File: src/rtl/mux_arb_pkg.sv
// mux_arb_pkg: shared types and constants for the mux_2_1_arb arbiter.
//   state_e  : arbiter FSM state (IDLE/OWN0/OWN1, 2-bit encoding)
//   LAST_RST : reset value of the round-robin pointer (1 -> agent 0 wins first tie)
package mux_arb_pkg;

  typedef enum logic [1:0] {
    IDLE = 2'd0,
    OWN0 = 2'd1,
    OWN1 = 2'd2
  } state_e;

  localparam logic LAST_RST = 1'b1;

endpackage

File: src/rtl/mux_2_1.sv
// mux_2_1: 1-bit 2:1 multiplexer cell.
//   a   : input selected when sel=0
//   b   : input selected when sel=1
//   sel : select
//   y   : output
module mux_2_1 (
  input  logic a,
  input  logic b,
  input  logic sel,
  output logic y
);

  assign y = sel ? b : a;

endmodule

File: src/rtl/mux_2_1_arb.sv
// mux_2_1_arb: two-requester round-robin arbiter driving a shared 2:1 mux,
// with a registered data output.
//   clk, rst     : clock, synchronous active-high reset
//   req0, req1   : ownership requests from agent 0 / agent 1
//   d0, d1       : data from agent 0 / agent 1 (DATA_W bits)
//   gnt0, gnt1   : current owner (one-hot or zero)
//   sel          : mux select (0 -> d0, 1 -> d1), holds its value in IDLE
//   y, y_valid   : registered mux output and its valid flag
//   busy         : gnt0 | gnt1
// Optional feature: define MUX_ARB_HOLD_LIMIT_EN to preempt an owner after
// MAX_HOLD consecutive cycles while the other agent waits.
module mux_2_1_arb
  import mux_arb_pkg::*;
#(
  parameter int unsigned DATA_W   = 8,
  parameter int unsigned MAX_HOLD = 4
) (
  input  logic              clk,
  input  logic              rst,
  input  logic              req0,
  input  logic              req1,
  input  logic [DATA_W-1:0] d0,
  input  logic [DATA_W-1:0] d1,
  output logic              gnt0,
  output logic              gnt1,
  output logic              sel,
  output logic [DATA_W-1:0] y,
  output logic              y_valid,
  output logic              busy
);

  state_e            state_q, state_d;
  logic              last_q, last_d;
  logic              sel_q, sel_d;
  logic [DATA_W-1:0] y_q;
  logic              y_valid_q;
  logic [DATA_W-1:0] mux_y;
  logic              other_req;
  logic              hold_expire;

  // Request of the agent that is not the current owner.
  assign other_req = (state_q == OWN1) ? req0 : req1;

`ifdef MUX_ARB_HOLD_LIMIT_EN
  localparam int unsigned CNT_W = $clog2(MAX_HOLD + 1);

  logic [CNT_W-1:0] cnt_q, cnt_d;

  // Preempt on the edge where the count would reach MAX_HOLD, so the owner
  // keeps the grant for exactly MAX_HOLD cycles while the other agent waits.
  assign hold_expire = (cnt_q == CNT_W'(MAX_HOLD - 1));

  always_comb begin
    cnt_d = cnt_q;
    if (state_d != state_q) begin
      cnt_d = '0;
    end else if ((state_q != IDLE) && other_req && (cnt_q != CNT_W'(MAX_HOLD))) begin
      cnt_d = cnt_q + 1'b1;
    end
  end

  always_ff @(posedge clk) begin
    if (rst) cnt_q <= '0;
    else     cnt_q <= cnt_d;
  end
`else
  assign hold_expire = 1'b0;
`endif

  always_comb begin
    state_d = state_q;
    last_d  = last_q;
    sel_d   = sel_q;
    case (state_q)
      IDLE: begin
        if (req0 && req1)  state_d = last_q ? OWN0 : OWN1;
        else if (req0)     state_d = OWN0;
        else if (req1)     state_d = OWN1;
      end
      OWN0: begin
        if (!req0 || (req1 && hold_expire)) state_d = req1 ? OWN1 : IDLE;
      end
      OWN1: begin
        if (!req1 || (req0 && hold_expire)) state_d = req0 ? OWN0 : IDLE;
      end
      default: state_d = IDLE;
    endcase

    if ((state_d == OWN0) && (state_q != OWN0)) begin
      last_d = 1'b0;
      sel_d  = 1'b0;
    end else if ((state_d == OWN1) && (state_q != OWN1)) begin
      last_d = 1'b1;
      sel_d  = 1'b1;
    end
  end

  always_ff @(posedge clk) begin
    if (rst) begin
      state_q <= IDLE;
      last_q  <= LAST_RST;
      sel_q   <= 1'b0;
    end else begin
      state_q <= state_d;
      last_q  <= last_d;
      sel_q   <= sel_d;
    end
  end

  for (genvar i = 0; i < DATA_W; i++) begin : g_mux
    mux_2_1 u_mux (
      .a   (d0[i]),
      .b   (d1[i]),
      .sel (sel_q),
      .y   (mux_y[i])
    );
  end

  always_ff @(posedge clk) begin
    if (rst) begin
      y_q       <= '0;
      y_valid_q <= 1'b0;
    end else if (state_q != IDLE) begin
      y_q       <= mux_y;
      y_valid_q <= 1'b1;
    end else begin
      y_valid_q <= 1'b0;
    end
  end

  assign gnt0    = (state_q == OWN0);
  assign gnt1    = (state_q == OWN1);
  assign busy    = gnt0 | gnt1;
  assign sel     = sel_q;
  assign y       = y_q;
  assign y_valid = y_valid_q;

endmodule

File: config.mk
export PLATFORM = sky130hd
export DESIGN_NAME = mux_2_1_arb
export DESIGN_NICKNAME = d
export VERILOG_FILES = /design/src/rtl/mux_arb_pkg.sv /design/src/rtl/mux_2_1.sv /design/src/rtl/mux_2_1_arb.sv
export SDC_FILE = /design/constraint.sdc
export NUM_CORES = 1
export LEC_CHECK = 0
export CAP_MARGIN = 20
export CORE_UTILIZATION = 45
export CTS_BUF_LIST = sky130_fd_sc_hd__clkbuf_8
export DETAILED_ROUTE_END_ITERATION = 6
export HOLD_SLACK_MARGIN = 0.08
export PLACE_DENSITY = 0.86
export SYNTH_ARGS = -nofsm -noshare
export SYNTH_HDL_FRONTEND = slang
export SYNTH_HIERARCHICAL = 1
export SYNTH_SLANG_ARGS = --single-unit
File: constraint.sdc
create_clock -name clk -period 3 [get_ports clk]
set_input_delay 0.6 -clock clk [delete_from_list [all_inputs] [get_ports clk]]
set_output_delay 0.6 -clock clk [all_outputs]
set_load 0.01 [all_outputs]
==> results.py, run 1 <==
metrics = {
    "setup_path": {
        "endpoint": "busy",
        "critPathCaptureType": "output port",
        "required_ns": 2.40,
        "timing.rr.start": "state_q[1]",
        "r2r.worst_path.cells": 6,
        "critPathSlowestCell": "clkdlybuf4s50_1",
        "crit_buf_inv": 2,
        "worst-r2r-setup-slack_ns": 0.92,
        "cp_max_fo": 7,
        "worstReg2RegEnd": "last_q",
        "path_cells": "inv_1 > ha_1 > clkdlybuf4s50_1",
        "crit_arrival_ns": 1.60,
        "slowest_delay_ns": 0.53,
        "worstSetupPathDepth": 3,
        "worst_setup_path_start_kind": "flip-flop",
        "cp_top_family": "buffers and inverters",
        "worstSetupPathType": "reg2out",
        "setup.worst_path.start": "state_q[0]",
    },
    "sta": {
        "tightest_slew_ns": 0.5831,
        "min_period_ns": 2.200,
        "layout_setup_ws_ns": 0.7999,
        "tns_ns": 0,
        "maxSlewViolCount": 0,
        "max_freq_ghz": 0.4545,
        "fin_skew_ns": 0.0006330,
        "slew_headroom_pct": 61.13,
        "finalCritPeriodShare_pct": 73.34,
        "grt_setup_unrepaired": "no",
        "finalHoldViolCount": 0,
        "setup_viol": 0,
    },
    "floorplanning": {
        "die_w_um": 42.37,
        "dieArea_mm2": 0.001795,
        "io_pins": 33,
        "row_count": 14,
        "core-area_mm2": 0.001506,
        "start_util_pct": 48.67,
        "die-height_um": 42.37,
    },
    "clocking": {
        "clkSinkCount": 13,
        "postCtsHoldBufs": 0,
        "cts-root-buf": "clkbuf_8",
        "path_clk_slew_ns": 0.06,
        "cts_tree": "yes",
        "cts_buffers": 3,
        "post_cts_resize_count": 0,
        "post_cts_buffers": 0,
        "cts.path.max_buffers": 2,
        "clock_latency_ns": 0.24,
        "htreeDepth": 1,
    },
    "synthesis": {
        "ys_ff_latch": 13,
        "syn_avg_cell_area_um2": 10.47,
        "ys_warn_count": 6,
        "synth_nets": 95,
        "synth_flop_cell": "dfxtp_1",
        "seq_area_frac_synth_pct": 35.49,
        "synth_area_um2": 733.2,
        "yosys-top-cells-area": "dfxtp_1 (35%), mux2_4 (16%), mux2i_1 (11%)",
        "yosysTopAreaCell": "dfxtp_1",
        "synth_enable_flop_cells": 0,
        "netlist.area_leader.share_pct": 35.49,
        "synth.most_common_cell": "dfxtp_1",
        "ys_async_sr_fraction_pct": 0,
        "synthCells": 70,
        "synthTopCellsByCount": "dfxtp_1 (13), nor2_1 (12), mux2_4 (8), mux2i_1 (8), ha_1 (5)",
        "synthDistinctLibCells": 25,
    },
    "pwr": {
        "total_leakage_power_nw": 0.4775,
        "power_density_mw_per_mm2": 666.8,
        "worst_ir_drop_vdd_mv": 0.3641,
    },
    "final_layout": {
        "postLayoutCellArea_mm2": 0.001117,
        "diodes": 0,
        "synthToLayoutAreaGrowth_pct": 52.39,
        "final_net_count": 131,
        "drive_gt1_share_pct": 15.24,
    },
    "routing": {
        "viasPerCell": 5.190,
        "routed_wl_um": 1535,
        "dr.first_iter.drc_count": 3,
        "dr.pass1.iters": 3,
        "wire_per_inst_um": 12.69,
        "via_count": 628,
        "drc": 0,
        "ant_nets": 0,
    },
    "global_route": {
        "grt_pass1_wl_um": 2359,
        "overflow": 0,
        "antenna_found_initial": 0,
        "grt_max_degree": 15,
        "first_global_vias": 567,
        "grt_usage_pct": 17.80,
    },
    "place": {
        "place_hpwl_um": 1142,
        "gp_congestion": 0.9013,
        "dp_slack_ns": 0.6623,
        "post_dp_cell_area_mm2": 0.001072,
        "portBuffers": 32,
    },
    "hold_path": {
        "min_path_type": "reg2reg",
    },
    "outcome": {
        "status": "finished, final reports clean",
    },
    "run": {
        "maxCapViolations": 0,
    },
}
-- stage by stage --
stage / total power [mW] / instances / hold slack, ns / util [%]
3_3_place_gp: 0.5897 / 117 / 0.4733 / 71.18
2_1_floorplan: 0.4570 / 70 / 0.5091 / -
5_1_grt: 0.7880 / 121 / 0.5338 / 74.17
3_5_place_dp: 0.5975 / 117 / 0.4884 / 71.18
6_report: 0.7450 / 121 / 0.4966 / 74.17
4_1_cts: 0.7534 / 121 / 0.5023 / 74.17
-- where the power goes --
group          switching [mW]  internal [mW]  leakage, nW
registers              0.0302          0.214        0.107
clock network          0.0616         0.0902       0.0269
logic                   0.146          0.203        0.344
total                   0.238          0.507        0.477
-- cell families after synthesis --
| kind of cell | count (synthesis) | synth area share [%] |
|---|---|---|
| flops | 13 | 35.49 |
| simple gates | 21 | 12.80 |
| compound gates | 11 | 13.65 |
| buf+inv | 4 | 2.218 |
| mux | 16 | 27.30 |
| fa+ha+maj | 5 | 8.532 |
-- area by class of cell --
| class | count | area [um2] |
|---|---|---|
| sequential | 13 | 260.3 |
| inverter | 2 | 7.507 |
| tap | 16 | 20.02 |
| fill | 115 | 389.1 |
| multi-input combinational | 53 | 456.7 |
| clock buffer | 3 | 41.29 |
| clock inverter | 1 | 3.754 |
| timing repair buffer | 33 | 327.8 |
-- cell usage in the layout, fill, tap and decap left out --
master           synthesis  routed
a2bb2oi_1                1       1
o221ai_2                 1       1
nor3b_1                  1       1
mux2i_1                  8       8
o21bai_1                 1       1
o21ai_2                  1       1
nand3_1                  1       1
inv_1                    2       3
nor2_1                  12      12
ha_1                     5       5
a22oi_1                  1       1
clkbuf_8                 0       3
buf_4                    0       1
or4_1                    1       1
nor2b_1                  1       1
dfxtp_1                 13      13
nand2b_1                 1       1
mux2_4                   8       8
nor3_1                   1       1
clkdlybuf4s50_1          0      32
o41ai_1                  1       1
a21boi_2                 2       2
a311oi_1                 1       1
a21oi_1                  1       1
a21boi_1                 1       1
nand2_1                  3       3
-- worst reg2reg max path: cells and delay by family (launching register included) --
| kind | cells | cell delay (ns) |
|---|---|---|
| AO/OA/AOI/OAI | 3 | 0.52 |
| adder cells (fa/ha/maj) | 1 | 0.55 |
| buffers and inverters | 1 | 0.14 |
| flip-flops | 1 | 0.33 |
| AND/OR/NAND/NOR | 1 | 0.43 |
-- layer usage --
metal	up-vias	GRT usage, %	part of all wire (%)
li1	318	-	-
met1	286	21.29	45
met2	22	28.31	49
met3	2	4.310	4.7
met4	0	11.25	1.5
met5	-	0	0
-- worst min-delay path by stage --
stage,startpoint,slack [ns],depth (start not counted),endpoint
5_1_grt,y[4],0.53,2,y[4]
3_3_place_gp,y[3],0.47,2,y[3]
3_5_place_dp,y[1],0.49,2,y[1]
4_1_cts,y[1],0.50,2,y[1]
2_1_floorplan,last_q,0.51,2,last_q
6_report,y[1],0.50,2,y[1]
-- sequential cells by signal, summed over array words and instances, names as in the netlist --
| signal | flops |
|---|---|
| y_valid | 1 |
| last_q | 1 |
| state_q | 2 |
| y | 8 |
| sel | 1 |
Power figures use the tool's default switching activity.
==> run 2, diff against run 1 <==
--- a/config.mk
+++ b/config.mk
@@ -6,11 +6,11 @@
 export NUM_CORES = 1
 export LEC_CHECK = 0
 export CAP_MARGIN = 20
-export CORE_UTILIZATION = 45
+export CORE_UTILIZATION = 38
 export CTS_BUF_LIST = sky130_fd_sc_hd__clkbuf_8
 export DETAILED_ROUTE_END_ITERATION = 6
 export HOLD_SLACK_MARGIN = 0.08
-export PLACE_DENSITY = 0.86
+export PLACE_DENSITY = 0.77
 export SYNTH_ARGS = -nofsm -noshare
 export SYNTH_HDL_FRONTEND = slang
 export SYNTH_HIERARCHICAL = 1
==> constraint.sdc (replaced) <==
create_clock -name clk -period 1.8 [get_ports clk]
set_input_delay 0.36 -clock clk [delete_from_list [all_inputs] [get_ports clk]]
set_output_delay 0.36 -clock clk [all_outputs]
set_load 0.01 [all_outputs]
==> run 2 against run 1 <==
Worst setup slack got worse by 0.70 ns. Sequential power rose by 65%. Sequential cell count did not move. Final area rose by 7.7%. Clock skew barely moved. Via count rose by 7.6%. Final cell count rose by 13%. Global-route usage rose by 1.8 points. Clock power rose by 64%. Non-clock buffer count rose by 7. Combinational power rose by 91%. Clock-buffer cell count did not move. Critical path type is now reg2reg. Critical endpoint is now last_q. Highest routed layer unchanged.
==> results.py, run 2 (synthesized netlist as in run 1, its figures left out) <==
metrics = {
    "sta": {
        "min_period_ns": 1.701,
        "grt_setup_unrepaired": "no",
        "max_freq_ghz": 0.5880,
        "tns_ns": 0,
        "finalCritPeriodShare_pct": 94.49,
        "fin_skew_ns": 0.0008382,
        "maxSlewViolCount": 0,
        "tightest_slew_ns": 0.4937,
        "setup_viol": 0,
        "finalHoldViolCount": 0,
        "slew_headroom_pct": 66.98,
    },
    "global_route": {
        "grt_max_degree": 15,
        "grt_pass1_wl_um": 2856,
        "first_global_vias": 668,
        "antenna_found_initial": 0,
        "overflow": 0,
        "grt_usage_pct": 19.59,
    },
    "final_layout": {
        "synthToLayoutAreaGrowth_pct": 64.16,
        "final_net_count": 138,
        "final_cell_mix": "clkdlybuf4s50_1 (27), nor2_1 (12), dfxtp_1 (12)",
        "utilization_pct": 68.23,
        "drive_gt1_share_pct": 26.79,
        "largest_reg_flops": 8,
        "diodes": 0,
        "fillCellCount": 164,
        "postLayoutCellArea_mm2": 0.001204,
        "final_common_cell": "clkdlybuf4s50_1",
    },
    "setup_path": {
        "crit_buf_inv": 1,
        "critPathCaptureType": "flip-flop",
        "cp_top_family": "simple AND/OR/NAND/NOR gates",
        "worstSetupPathType": "reg2reg",
        "path_cells": "inv_1 > ha_2 > a22oi_2 > o221ai_2 > or4_1 > a2bb2oi_1",
        "required_ns": 1.92,
        "worstReg2RegEnd": "last_q",
        "worst_setup_path_start_kind": "flip-flop",
        "timing.rr.start": "state_q[0]",
        "worst-r2r-setup-slack_ns": 0.1,
        "slowest_delay_ns": 0.47,
        "cp_max_fo": 5,
        "r2r.worst_path.cells": 6,
        "crit_arrival_ns": 1.83,
        "critPathSlowestCell": "or4_1",
    },
    "hold_path": {
        "worstHoldStart": "y[0]",
        "hold_path_depth": 2,
        "min_path_type": "reg2reg",
        "min_to": "y[0]",
    },
    "place": {
        "post_dp_cell_area_mm2": 0.001137,
        "portBuffers": 32,
        "gp_congestion": 0.8750,
        "place_hpwl_um": 1365,
    },
    "clocking": {
        "cts-root-buf": "clkbuf_8",
        "cts.path.max_buffers": 2,
        "cts_buffers": 3,
        "path_clk_slew_ns": 0.05,
        "clock_latency_ns": 0.24,
        "clkSinkCount": 13,
        "postCtsHoldBufs": 0,
        "cts_tree": "yes",
        "htreeDepth": 1,
    },
    "floorplanning": {
        "core-area_mm2": 0.001764,
        "start_util_pct": 41.56,
        "die-height_um": 45.93,
        "io_pins": 33,
        "row_count": 15,
        "die_w_um": 45.93,
        "dieArea_mm2": 0.002109,
    },
    "routing": {
        "via_count": 676,
        "wire_per_inst_um": 13.02,
        "dr.first_iter.drc_count": 6,
        "routed_wl_um": 1784,
        "viasPerCell": 4.934,
        "dr.pass1.iters": 4,
        "ant_nets": 0,
        "drc": 0,
    },
    "pwr": {
        "worst_ir_drop_vdd_mv": 0.5273,
        "total_leakage_power_nw": 0.5450,
        "power_density_mw_per_mm2": 1095,
    },
    "outcome": {
        "status": "finished, final reports clean",
    },
    "run": {
        "maxCapViolations": 0,
    },
}
## run 2: report_power, final
group          total [mW]  switching [mW]  internal (mW)
registers           0.403          0.0456          0.357
logic               0.666           0.280          0.386
clock network       0.249          0.0988          0.150
total                1.32           0.424          0.893
## run 2: final cells by class
type                            instances  area (um2)  share of cell area, %
Timing Repair Buffer                   40       381.6                  31.70
Multi-Input combinational cell         53       476.7                  39.61
Clock buffer                            3       41.29                  3.430
Tap cell                               25       31.28                  2.599
Sequential cell                        13       261.5                  21.73
Inverter                                2       7.507                 0.6237
Clock inverter                          1       3.754                 0.3119
## run 2: worst min-delay path, stage by stage (launching register included)
cell,delay (ns)
dfxtp_1,0.32
mux2i_1,0.07
nor2_1,0.07
## run 2: how the worst max path moves through the flow
| stage | start | to | slack (ns) | depth (start not counted) |
|---|---|---|---|---|
| after detailed placement | req0 | last_q | -0.26 | 6 |
| after global routing | state_q[1] | sel | 0.03 | 7 |
| after CTS | state_q[0] | gnt1 | 0.008 | 3 |
| after floorplan | state_q[0] | last_q | 0.05 | 6 |
| final | state_q[0] | last_q | 0.1 | 6 |
| after global placement | req0 | last_q | -0.19 | 6 |
## run 2: timing repair
action,CTS,global route
pin swaps,0,0
setup buffers,0,0
gates cloned,0,0
setup endpoints to repair,4,3
gates resized for setup,6,5
## run 2: per-stage QoR
step	cells	setup slack [ns]	total power, mW	hold WS, ns
detailed placement	133	-0.2614	1.064	0.4886
finish	137	0.09921	1.318	0.4956
floorplan	70	0.05190	0.7629	0.4294
CTS	137	0.008369	1.310	0.5014
global placement	133	-0.1923	1.045	0.4748
global route	137	0.02513	1.404	0.5283
## run 2: layer usage
| layer | wire length [um] | up-vias | global-route usage (%) | part of all wire (%) |
|---|---|---|---|---|
| met2 | 983 | 29 | 33.80 | 55 |
| met5 | 0 | - | 0 | 0 |
| met4 | 15 | 0 | 13.53 | 0.84 |
| met1 | 685 | 314 | 20.81 | 38 |
| li1 | - | 331 | - | - |
| met3 | 99 | 2 | 4.365 | 5.5 |
==> run 3, diff against run 2 <==
--- a/config.mk
+++ b/config.mk
@@ -5,7 +5,9 @@
 export SDC_FILE = /design/constraint.sdc
 export NUM_CORES = 1
 export LEC_CHECK = 0
+export ABC_CLOCK_PERIOD_IN_PS = 1800
 export CAP_MARGIN = 20
+export CORE_MARGIN = 10
 export CORE_UTILIZATION = 38
 export CTS_BUF_LIST = sky130_fd_sc_hd__clkbuf_8
 export DETAILED_ROUTE_END_ITERATION = 6
==> run 3 against run 2 <==
Die area up 94%. Routed wire length up 13%. Sequential cell count did not move. Final cell count stayed put. Final area is 0.10% higher. Total power fell by 0.62%. Hold slack about the same. Utilization fell by 0.65 points. First-iteration DRC count rose to 3.8 times the previous value. Clock-buffer cell count unchanged. Via count fell by 2.4%.
==> results.py, run 3 (synthesized netlist as in run 1, its figures left out) <==
metrics = {
    "clocking": {
        "postCtsHoldBufs": 0,
        "clkSinkCount": 13,
        "path_clk_slew_ns": 0.05,
        "clock_latency_ns": 0.24,
        "htreeDepth": 1,
        "cts-root-buf": "clkbuf_8",
        "cts_buffers": 3,
        "cts_tree": "yes",
        "cts.path.max_buffers": 2,
    },
    "run": {
        "maxCapViolations": 0,
    },
    "routing": {
        "dr.pass1.iters": 4,
        "wire_per_inst_um": 14.69,
        "viasPerCell": 4.818,
        "via_count": 660,
        "dr.first_iter.drc_count": 23,
        "routed_wl_um": 2013,
        "drc": 0,
        "ant_nets": 0,
    },
    "final_layout": {
        "final-seq-area_um2": 265.3,
        "drive_gt1_share_pct": 25.89,
        "fillCellCount": 139,
        "final_net_count": 138,
        "synthToLayoutAreaGrowth_pct": 64.34,
        "largest_reg_flops": 8,
        "diodes": 0,
        "utilization_pct": 67.58,
        "final_common_cell": "clkdlybuf4s50_1",
        "multiInputGateArea_um2": 474.2,
        "final_cell_mix": "clkdlybuf4s50_1 (27), nor2_1 (12), dfxtp_1 (11)",
    },
    "sta": {
        "max_freq_ghz": 0.5807,
        "whs_ns": 0.4961,
        "maxSlewViolCount": 0,
        "grt_setup_unrepaired": "no",
        "finalCritPeriodShare_pct": 95.67,
        "fin_skew_ns": 0.003325,
        "tightest_slew_ns": 0.5057,
        "setup_viol": 0,
        "min_period_ns": 1.722,
        "slew_headroom_pct": 66.18,
        "finalHoldViolCount": 0,
    },
    "floorplanning": {
        "die-height_um": 63.93,
        "dieArea_mm2": 0.004086,
        "core-area_mm2": 0.001783,
        "io_pins": 33,
        "start_util_pct": 41.12,
        "row_count": 15,
        "die_w_um": 63.93,
    },
    "place": {
        "place_hpwl_um": 1640,
        "gp_congestion": 0.7749,
        "portBuffers": 32,
    },
    "hold_path": {
        "min_path_type": "reg2reg",
        "hold_path_depth": 2,
    },
    "global_route": {
        "grt_pass1_wl_um": 3229,
        "overflow": 0,
        "grt_usage_pct": 9.898,
        "antenna_found_initial": 0,
        "grt_max_degree": 15,
        "first_global_vias": 687,
    },
    "setup_path": {
        "r2r.worst_path.cells": 6,
        "crit_arrival_ns": 1.36,
        "critPathCaptureType": "output port",
        "worstSetupPathType": "reg2out",
        "worst_setup_path_start_kind": "flip-flop",
        "required_ns": 1.44,
        "cp_max_fo": 7,
    },
    "pwr": {
        "total_leakage_power_nw": 0.5421,
        "power_density_mw_per_mm2": 1087,
        "worst_ir_drop_vdd_mv": 0.5536,
    },
    "outcome": {
        "status": "finished, final reports clean",
    },
}
-- run 3: routing by layer --
| layer | wire [um] | track usage (%) | share of wire (%) |
|---|---|---|---|
| met1 | 748 | 9.360 | 37 |
| met2 | 1107 | 18.03 | 55 |
| met3 | 129 | 3.484 | 6.4 |
| met4 | 28 | 5.738 | 1.4 |
| met5 | 0 | 0 | 0 |
-- run 3: final timing paths --
| path | start | endpoint | slack, ns |
|---|---|---|---|
| worst min register to register | y[4] | y[4] | 0.50 |
| worst max-delay path | state_q[0] | gnt1 | 0.08 |
| worst max register to register | state_q[0] | last_q | 0.08 |
| worst min-delay path | y[4] | y[4] | 0.50 |
-- run 3: stage by stage --
step	cell area [um2]	std cells	TNS (ns)	setup WS, ns	total power [mW]
after global routing	1205	137	0	0.009077	1.398
after detailed placement	1137	133	-0.3771	-0.2053	1.070
after global placement	1137	133	-0.3293	-0.1754	1.049
after floorplan	734.5	70	0	0.05190	0.7629
final	1205	137	0	0.07800	1.310
after CTS	1185	137	0	0.04865	1.314
-- run 3: layout make-up --
cell class,count,share of cell area [%]
multi-input cells,53,39.36
repair buffers,40,31.67
flip-flops and latches,13,22.01
clock buffers,3,3.427
well taps,25,2.596
inverters,2,0.6231
clock inverters,1,0.3115
-- run 3: report_power, final --
group	leakage (nW)	switching, mW	total, mW	internal, mW
sequential	0.108	0.0508	0.411	0.360
combinational	0.407	0.273	0.650	0.377
clock	0.0269	0.0988	0.249	0.150
total	0.542	0.423	1.31	0.887
-- run 3: critical path, cell delays in order, from the launching register on --
cell           delay [ns]
dfxtp_4              0.38
inv_1                0.07
ha_1                 0.24
buf_4                0.15
dlygate4sd2_1        0.28
-- run 3: what timing repair did --
item | 4_1_cts | 5_1_grt
pin swaps | 0 | 0
setup buffers | 0 | 0
resized for setup | 6 | 5
setup endpoints to repair | 3 | 2
==> edit: new RTL, settings of run 1 <==
The parameter `DATA_W` goes from 8 to 10.
--- a/src/rtl/mux_2_1_arb.sv
+++ b/src/rtl/mux_2_1_arb.sv
@@ -12,7 +12,7 @@
 module mux_2_1_arb
   import mux_arb_pkg::*;
 #(
-  parameter int unsigned DATA_W   = 8,
+  parameter int unsigned DATA_W   = 10,
   parameter int unsigned MAX_HOLD = 4
 ) (
   input  logic              clk,
Interface: changed (resized d0, d1 and y); port bits go from 33 to 39. No check against the original RTL was run, so the function may have changed too.
==> edit against run 1 <==
- synthesized cell count increased by 20%
- setup slack got worse by 64 ps
- sequential cell count increased by 2
- wire length increased by 39%
- design area increased by 19%
- combinational power increased by 29%
- power increased by 19%
- area after synthesis increased by 24%
- sequential share of layout area decreased by 0.65 points
- critical path type unchanged
==> edit: results (changes against run 1) <==
<table>
<tr><th>Metric</th><th>Value</th></tr>
<tr><th colspan="2">Outcome</th></tr>
<tr><td>Outcome</td><td>finished clean</td></tr>
<tr><th colspan="2">Power and ir drop</th></tr>
<tr><td>Total power per unit cell area</td><td>669 nW/µm² (+0.34%)</td></tr>
<tr><td>Worst IR Drop VDD</td><td>0.000527 V (+45%)</td></tr>
<tr><th colspan="2">Final layout</th></tr>
<tr><td>Number of fillers in the final layout</td><td>146 (+27%)</td></tr>
<tr><td>Flip-flop count of the largest register after layout</td><td>10 (+2)</td></tr>
<tr><td>Share of layout cells above drive strength 1</td><td>18.0% (+2.8 points)</td></tr>
<tr><th colspan="2">Placed design</th></tr>
<tr><td>Post-placement setup slack</td><td>711 ps (+48.4 ps)</td></tr>
<tr><td>Post-detailed-placement cell area</td><td>1280 µm² (+19%)</td></tr>
<tr><td>Count of buffers from port buffering</td><td>38 (+19%)</td></tr>
<tr><td>Placed wire-length estimate after detailed placement</td><td>1610 µm (+41%)</td></tr>
<tr><td>Routability Congestion</td><td>0.764 (-15%)</td></tr>
<tr><th colspan="2">Yosys</th></tr>
<tr><td>Net Count, Synth</td><td>113 (+19%)</td></tr>
<tr><td>Sequential cell area fraction in the yosys report</td><td>33.1% (-2.3 points)</td></tr>
<tr><td>Ranking of synthesized cells by area</td><td>dfxtp_1 (33%), mux2_4 (17%), mux2i_1 (12%)</td></tr>
<tr><td>List of most frequent post-synthesis cells</td><td>dfxtp_1 (15), nor2_1 (12), mux2i_1 (11)</td></tr>
<tr><td>Mean area per synthesized cell</td><td>10.8 µm² (+3.0%)</td></tr>
<tr><th colspan="2">Global routing</th></tr>
<tr><td>Pin count of the biggest net entering global routing</td><td>17 (+2)</td></tr>
<tr><td>Vias in the first global route</td><td>677 (+19%)</td></tr>
<tr><td>Total track usage</td><td>20.9% (+3.1 points)</td></tr>
<tr><td>Global-route wire length before repair</td><td>3140 µm (+33%)</td></tr>
<tr><th colspan="2">Critical path</th></tr>
<tr><td>FF-to-FF setup slack</td><td>820 ps (-100 ps)</td></tr>
<tr><td>Signal arrival time at the worst endpoint</td><td>1660 ps (+60 ps)</td></tr>
<tr><th colspan="2">Detailed routing</th></tr>
<tr><td>Total wire length after detailed routing</td><td>2130 µm (+39%)</td></tr>
<tr><td>Vias after detailed routing</td><td>740 (+18%)</td></tr>
<tr><th colspan="2">STA</th></tr>
<tr><td>Actual transition at the worst max-transition pin</td><td>814 ps (+231 ps)</td></tr>
<tr><td>Ratio of final minimum period to clock period</td><td>75.5% (+2.1 points)</td></tr>
</table>
==> edit: metal layers <==
layer	share of wire, %	global-route usage, %	routed length, µm	vias to the layer above
met3	3.9	6.15	82	3
li1	-	-	-	373
met2	56	38.6	1190	18
met4	0.38	5.14	8	0
met1	40	23.2	848	346
met5	0	0	0	-
==> edit: power by group through the flow <==
stage / Combinational [mW] / Sequential, mW / Clock, mW
5_1_grt: 0.484 / 0.285 / 0.169
4_1_cts: 0.454 / 0.281 / 0.161
2_1_floorplan: 0.262 / 0.313 / 0
6_report: 0.451 / 0.281 / 0.155
3_5_place_dp: 0.451 / 0.285 / 0
3_3_place_gp: 0.436 / 0.282 / 0
==> edit: cell type report <==
type / instances / area share, %
flip-flops and latches: 15 / 22.6
repair buffers: 39 / 29.2
multi-input cells: 60 / 41.2
well taps: 25 / 2.36
clock inverters: 1 / 0.283
clock buffers: 3 / 3.11
inverters: 4 / 1.13
==> edit: logic make-up (layout without fill, tap and decap cells) <==
kind of cell    Yosys count  after routing  share of synthesized area, %
simple gates             24             24                          13.7
mux                      21             21                          28.7
flops                    15             15                          33.1
compound gates           10             10                          11.1
buf+inv                   9             47                          6.49
fa+ha+maj                 5              5                          6.91
==> edit: path summary, 6_finish.rpt <==
check / startpoint / endpoint / cells after the start
hold / removal: y[4]$_SDFFE_PP0P_ / y[4]$_SDFFE_PP0P_ / 2
setup / recovery: state_q[0]$_SDFF_PP0_ / busy / 3
hold reg to reg: y[4]$_SDFFE_PP0P_ / y[4]$_SDFFE_PP0P_ / 2
setup reg to reg: state_q[0]$_SDFF_PP0_ / last_q$_SDFFE_PP1P_ / 7
